File: config.mk
export PLATFORM = sky130hd
export DESIGN_NAME = dino_motion_ctrl
export DESIGN_NICKNAME = d
export VERILOG_FILES = /design/src/rtl/dino_motion_ctrl.sv
export SDC_FILE = /design/constraint.sdc
export NUM_CORES = 1
export LEC_CHECK = 0
export CORE_UTILIZATION = 51
export DETAILED_ROUTE_END_ITERATION = 8
export PLACE_DENSITY = 0.86
export SYNTH_ARGS = -nofsm -noshare
export SYNTH_HDL_FRONTEND = slang
export SYNTH_SLANG_ARGS = --single-unit
File: constraint.sdc
create_clock -name clk -period 3.2 [get_ports clk]
set_input_delay 0.32 -clock clk [delete_from_list [all_inputs] [get_ports clk]]
set_output_delay 0.32 -clock clk [all_outputs]
set_load 0.01 [all_outputs]
File: src/rtl/dino_motion_ctrl.sv
// Dino vertical motion controller: turns synchronised jump/duck buttons into a y position,
// hitbox height and sprite pose, stepping once per frame tick and freezing while game_over is high.
module dino_motion_ctrl #(
   parameter int GROUND_Y = 248,
   parameter int JUMP_VEL = 12,
   parameter int GRAVITY  = 1,
   parameter int MAX_FALL = 12,
   parameter int DUCK_H   = 16,
   parameter int LEG_DIV  = 6,
   parameter int JUMP_BIT = 5,
   parameter int DUCK_BIT = 6
) (
   input  logic        clk,
   input  logic        reset_n,
   input  logic [7:0]  controller_report,
   input  logic        frame_tick,
   input  logic        game_over,
   output logic [10:0] dino_y,
   output logic [5:0]  dino_h,
   output logic [2:0]  pose,
   output logic        airborne,
   output logic [1:0]  dbg_state
);

   typedef enum logic [1:0] {S_RUN = 2'd0, S_JUMP = 2'd1, S_DUCK = 2'd2, S_DEAD = 2'd3} state_t;

   localparam logic [2:0]         POSE_JUMP = 3'd2;
   localparam logic [2:0]         POSE_DUCK = 3'd3;
   localparam logic [2:0]         POSE_DEAD = 3'd4;
   localparam logic signed [11:0] GROUND    = 12'(GROUND_Y);
   localparam logic signed [11:0] JUMP_Y0   = 12'(GROUND_Y - JUMP_VEL);
   localparam logic signed [7:0]  JUMP_V0   = 8'(GRAVITY - JUMP_VEL);
   localparam logic signed [7:0]  G_NORMAL  = 8'(GRAVITY);
   localparam logic signed [7:0]  G_FAST    = 8'(2 * GRAVITY);
   localparam logic signed [7:0]  V_MAX     = 8'(MAX_FALL);
   localparam logic [3:0]         LEG_LAST  = 4'(LEG_DIV - 1);
   localparam logic [10:0]        DUCK_Y    = 11'(GROUND_Y + 32 - DUCK_H);

   state_t              state_q, state_d;
   logic signed [11:0]  y_q, y_d, y_step;
   logic signed [7:0]   vel_q, vel_d, vel_g;
   logic [3:0]          cnt_q, cnt_d;
   logic                leg_q, leg_d;
   logic                req_q, req_d;
   logic [2:0]          jsync_q;
   logic [1:0]          dsync_q;
   logic                jump_rise, duck;
   logic [10:0]         dino_y_d;
   logic [5:0]          dino_h_d;
   logic [2:0]          pose_d;
   logic                unused_bits;

   assign unused_bits = ^controller_report;
   assign jump_rise   = jsync_q[1] & ~jsync_q[2];
   assign duck        = dsync_q[1];
   assign dbg_state   = state_q;

   always_comb begin
      state_d = state_q;
      y_d     = y_q;
      vel_d   = vel_q;
      cnt_d   = cnt_q;
      leg_d   = leg_q;
      req_d   = (req_q & ~frame_tick) | jump_rise;
      y_step  = y_q + {{4{vel_q[7]}}, vel_q};
      vel_g   = vel_q + (duck ? G_FAST : G_NORMAL);
      if (vel_g > V_MAX) vel_g = V_MAX;

      if (state_q == S_DEAD) begin
         req_d = 1'b0;
         if (!game_over) begin
            state_d = S_RUN;
            y_d     = GROUND;
            vel_d   = '0;
            cnt_d   = '0;
         end
      end else if (game_over) begin
         state_d = S_DEAD;
      end else if (frame_tick) begin
         case (state_q)
            S_JUMP: begin
               if (y_step >= GROUND) begin
                  y_d     = GROUND;
                  vel_d   = '0;
                  state_d = duck ? S_DUCK : S_RUN;
               end else begin
                  y_d   = (y_step < 0) ? 12'sd0 : y_step;
                  vel_d = vel_g;
               end
            end
            default: begin
               // Jump beats duck when both are pending on the same tick.
               if (req_q) begin
                  state_d = S_JUMP;
                  y_d     = JUMP_Y0;
                  vel_d   = JUMP_V0;
               end else if (state_q == S_DUCK) begin
                  if (!duck) state_d = S_RUN;
               end else if (duck) begin
                  state_d = S_DUCK;
               end else if (cnt_q == LEG_LAST) begin
                  cnt_d = '0;
                  leg_d = ~leg_q;
               end else begin
                  cnt_d = cnt_q + 4'd1;
               end
            end
         endcase
      end

      // Outputs are registered from the next-state view so they move with the state.
      dino_y_d = (state_d == S_DUCK) ? DUCK_Y : y_d[10:0];
      dino_h_d = (state_d == S_DUCK) ? 6'(DUCK_H) : 6'd32;
      case (state_d)
         S_JUMP:  pose_d = POSE_JUMP;
         S_DUCK:  pose_d = POSE_DUCK;
         S_DEAD:  pose_d = POSE_DEAD;
         default: pose_d = {2'b00, leg_d};
      endcase
   end

   always_ff @(posedge clk or negedge reset_n) begin
      if (!reset_n) begin
         state_q  <= S_RUN;
         y_q      <= GROUND;
         vel_q    <= '0;
         cnt_q    <= '0;
         leg_q    <= 1'b0;
         req_q    <= 1'b0;
         jsync_q  <= '0;
         dsync_q  <= '0;
         dino_y   <= 11'(GROUND_Y);
         dino_h   <= 6'd32;
         pose     <= 3'd0;
         airborne <= 1'b0;
      end else begin
         state_q  <= state_d;
         y_q      <= y_d;
         vel_q    <= vel_d;
         cnt_q    <= cnt_d;
         leg_q    <= leg_d;
         req_q    <= req_d;
         jsync_q  <= {jsync_q[1:0], controller_report[JUMP_BIT]};
         dsync_q  <= {dsync_q[0], controller_report[DUCK_BIT]};
         dino_y   <= dino_y_d;
         dino_h   <= dino_h_d;
         pose     <= pose_d;
         airborne <= (state_d == S_JUMP);
      end
   end

endmodule

==> metrics.md <==
| Metric | Value |
|---|---|
| Result of the run | `complete, but fails checks` |
| Failing checks | `negative setup slack` |
| Placed Cells | `414` |
| Worst endpoint required time | `roughly 3.4 ns` |
| Total wirelength of the detailed-routed design | `around 6600 um` |
| Dominant cell type by count on the critical path | `sky130_fd_sc_hd__o2111a_1` |
| Fraction of post-synthesis cell area in the top cell type by area | `31.93%` |
| Die span in x | `78.41 um` |
| Effective utilization at floorplan | `a little over half` |
| Count of state elements after synthesis | `49` |
| Fraction of final layout cells sized beyond drive strength 1 | `about a fifth` |
| RSZ-0062 raised after global routing | `true` |
| Non-filler instance count after layout | `~430` |
| Number of enable flip-flop cells after synthesis | `0` |
| Minimum setup slack after placement | `-0.1537 ns` |
| Hold Path Class | `in2async` |
| First-pass GRT wire length | `about 11000 um` |
| Cell family with the largest share of critical-path delay | `compound AO/OA/AOI/OAI gates` |
| Average instance area after synthesis | `~9.5 um^2` |
| Count of yosys warnings during synthesis | `0` |
| Root buffer selected by CTS | `sky130_fd_sc_hd__clkbuf_8` |
| Largest net degree at the start of global routing | `50` |
| Gate Count Post-Synth | `around 310` |
| Total DRC errors in the routed layout | `0` |
| Final hold violations | `0` |
| Htree depth | `2` |
| Die ar. | `between 6000 and 7000 um^2` |
| Number of distinct library cells after synthesis | `60` |
| Ys async rst share | `100.0%` |
| Met2 Resource Use GR | `between 30 and 40%` |
| Worst Path Max Fanout | `4` |
| Final critical path time including I/O delays and setup | `approximately 3.2 ns` |
| Post-DR vias/cell | `5.759` |
| Chain of cells forming the critical path | `ha_4, and2_4, a221oi_4, a21oi_2, o2111a_1, o32ai_4, o22ai_4, o2111a_1, nor2_4, ha_2, mux2_2` |
| Register area share after synthesis | `roughly two fifths` |
| Leakage Power | `approximately 1.7 nW` |
| Clock transition time at the flip-flop clock pins of the worst setup and hold paths | `about 0.090 ns` |
| Setup slack of the worst register-to-register path | `-0.009 ns` |
| Worst setup margin | `-0.009343 ns` |
| Core Footprint | `approximately 5600 um^2` |
| Worst slew margin relative to its limit | `slightly below 30%` |
| Standard-cell row count | `27` |
| Crit path DAT | `~3.4 ns` |
| Period Utilization, post-route | `100.3%` |
| Number of antenna-violating nets in the routed design | `0` |
| Sinks on the clock net | `49` |
| Via count of the first global-routing pass | `between 2000 and 2500` |
| CTS buffer count | `5` |
| Overall overflow remaining after global route | `0` |
| Area of the mapped netlist | `slightly below 3000 um^2` |
| Slowest stage cell on the critical path | `sky130_fd_sc_hd__dfstp_2` |
| Number of optimization iterations in the first detailed-route pass | `4` |
| TritonCTS clock tree | `built` |
| Total global routing track utilization | `roughly 23%` |
| Final count of negative-setup-slack endpoints | `1` |
| Max incr delay on CP | `between 0.5 and 0.6 ns` |
| Max-slew violations | `0` |
| Synth area leaders | `sky130_fd_sc_hd__dfrtp_1 32%, sky130_fd_sc_hd__dfstp_2 9.7%, sky130_fd_sc_hd__ha_1 9.7%` |
| Critical path buffer and inverter count | `0` |
| Grt peak-use layer | `met2` |
| Core utilization of the finished layout | `64.62%` |
| Max VDD drop | `slightly above 0.6 mV` |
| Met1 demand-to-capacity share in global routing | `approximately 28%` |
| Dpl hpwl | `about 4700 um` |
| Kind of critical path | `reg2reg` |
| Port Buffer Count | `24` |
| Initial drt markers | `around 120` |
| # diodes | `0` |
| Worst hold slack after final layout | `0.1747 ns` |
| Timing-limited maximum frequency | `0.3116 GHz` |
| Most used DFF post-synth | `sky130_fd_sc_hd__dfrtp_1` |
| Slew at the pin closest to its max-slew limit | `roughly 1.1 ns` |
| Vias | `between 2000 and 2500` |
| Met3 routing resource usage after global routing | `3.605%` |
| Weighted congestion reported at the end of routability-driven placement | `between 0.9 and 1` |
| Type of destination of the critical path | `flip-flop` |
| Max Buffers Root-to-Sink | `2` |
| Clock tree skew after final layout | `between 0.01 and 0.015 ns` |
| Post-synthesis cell type with the largest combined area | `sky130_fd_sc_hd__dfrtp_1` |
| Max-capacitance violation count | `0` |
| Number of top-level pins | `35` |
| Clock latency at the later pin of the worst-skew pair | `around 0.31 ns` |
| Post-Route Setup TNS | `-0.009343 ns` |
| Type of element launching the critical path | `flip-flop` |
| Layout Area Growth over Synthesis | `20.97%` |
| Overall die height | `a little under 80 um` |
| Routed wire per std cell | `around 15 um` |
| Layout Nets | `391` |
| Cell Pwr Density | `approximately 1100 nW/um^2` |
| Number of antenna violations at the first check in global routing | `0` |
## placed cells by master (no fill, tap or decap), drive strengths merged, types with 3 or more instances in the layout
| cell | count |
|---|---|
| o31ai | 3 |
| and3 | 4 |
| ha | 23 |
| or2 | 7 |
| a31o | 3 |
| nand2b | 7 |
| nor2 | 25 |
| and3b | 3 |
| nor2b | 7 |
| o22ai | 4 |
| a211oi | 3 |
| inv | 22 |
| a21o | 5 |
| conb | 4 |
| xnor2 | 4 |
| clkdlybuf4s50 | 23 |
| dfrtp | 38 |
| nand4 | 4 |
| dfstp | 11 |
| a21boi | 4 |
| nor3 | 9 |
| xor2 | 7 |
| a21oi | 21 |
| clkbuf | 7 |
| nand3 | 10 |
| buf | 22 |
| o21ai | 17 |
| nand2 | 25 |
## cell families (layout without fill, tap and decap cells)
family                     count (synthesis)  count (layout)  synth area share, %
adders and majority gates                 25              25                11.01
xor gates and xnor gates                  11              11                3.235
buffers and inverters                     35              75                5.504
other                                      1               4               0.1259
DFF                                       49              49                41.64
AOI/OAI and AO/OA                         80              80                19.20
muxes                                      2               2               0.7143
and+or+nand+nor                          109             109                18.57
## flip-flops by register name, summed over array words and instances, names as in the netlist, 2 cells and up
| register | cells |
|---|---|
| vel_q | 8 |
| dsync_q | 2 |
| jsync_q | 3 |
| pose | 3 |
| dino_y | 11 |
| y_q | 11 |
| dbg_state | 2 |
| cnt_q | 4 |
| dino_h | 2 |
## power by group
group	switching, mW	internal [mW]	total (mW)
sequential	0.146	0.835	0.981
combinational	1.40	1.17	2.57
clock	0.203	0.196	0.399
total	1.75	2.20	3.95
## worst reg2reg max path, cell delays in order (launching register included)
cell and delay (ns):
sky130_fd_sc_hd__dfstp_2 0.59, sky130_fd_sc_hd__ha_4 0.23, sky130_fd_sc_hd__and2_4 0.15, sky130_fd_sc_hd__a221oi_4 0.31, sky130_fd_sc_hd__a21oi_2 0.12, sky130_fd_sc_hd__o2111a_1 0.27, sky130_fd_sc_hd__o32ai_4 0.33, sky130_fd_sc_hd__o22ai_4 0.14
sky130_fd_sc_hd__o2111a_1 0.29, sky130_fd_sc_hd__nor2_4 0.15, sky130_fd_sc_hd__ha_2 0.19, sky130_fd_sc_hd__mux2_2 0.33
## Yosys cell counts, drive strengths merged, types with 4 or more instances
library cell,count
a21o,5
o22ai,4
nand3,10
inv,22
or2,7
o21ai,17
a21boi,4
and3,4
dfstp,11
ha,23
nor2,25
a21oi,21
buf,9
nand4,4
nor3,9
dfrtp,38
clkbuf,4
nor2b,7
nand2,25
nand2b,7
xor2,7
xnor2,4
## routing by layer
layer	up-vias	routed length, um	part of all wire [%]
met2	73	3336	50
met3	12	293	4.4
met5	-	0	0
li1	1176	-	-
met1	1198	2851	43
met4	0	129	2.0
## area by class of cell
| type | count | area, um^2 |
|---|---|---|
| clock buffers | 7 | 96.34 |
| clock inverters | 1 | 5.005 |
| fillers | 437 | 1972 |
| inverters | 22 | 82.58 |
| multi-input cells | 231 | 1695 |
| flip-flops and latches | 49 | 1240 |
| well taps | 72 | 90.09 |
| repair buffers | 45 | 392.9 |
## stage by stage
| stage | cell area [um^2] | total power [mW] |
|---|---|---|
| floorplan | 3023 | 2.661 |
| global placement | 3372 | 3.209 |
| detailed placement | 3372 | 3.303 |
| CTS | 3541 | 3.803 |
| global route | 3602 | 4.238 |
| finish | 3602 | 3.951 |
## path summary, 6_finish.rpt
| check | start | to | cells after the start |
|---|---|---|---|
| max | y_q[4] | pose[0] | 11 |
| min | reset_n | vel_q[7] | 1 |
| max reg2reg | y_q[4] | pose[0] | 11 |
| min reg2reg | dsync_q[0] | dsync_q[1] | 0 |
| max in group asynchronous | reset_n | y_q[9] | 1 |
| min in group clk | dsync_q[0] | dsync_q[1] | 0 |
## what timing repair did
action / 4_1_cts / 5_1_grt
pin swaps: 5 / 5
gates resized for setup: 9 / 12
setup endpoints to repair: 12 / 19
buffers inserted: 4 / 1
hold buffers: 0 / 0
(Power assumes the default switching activity.)
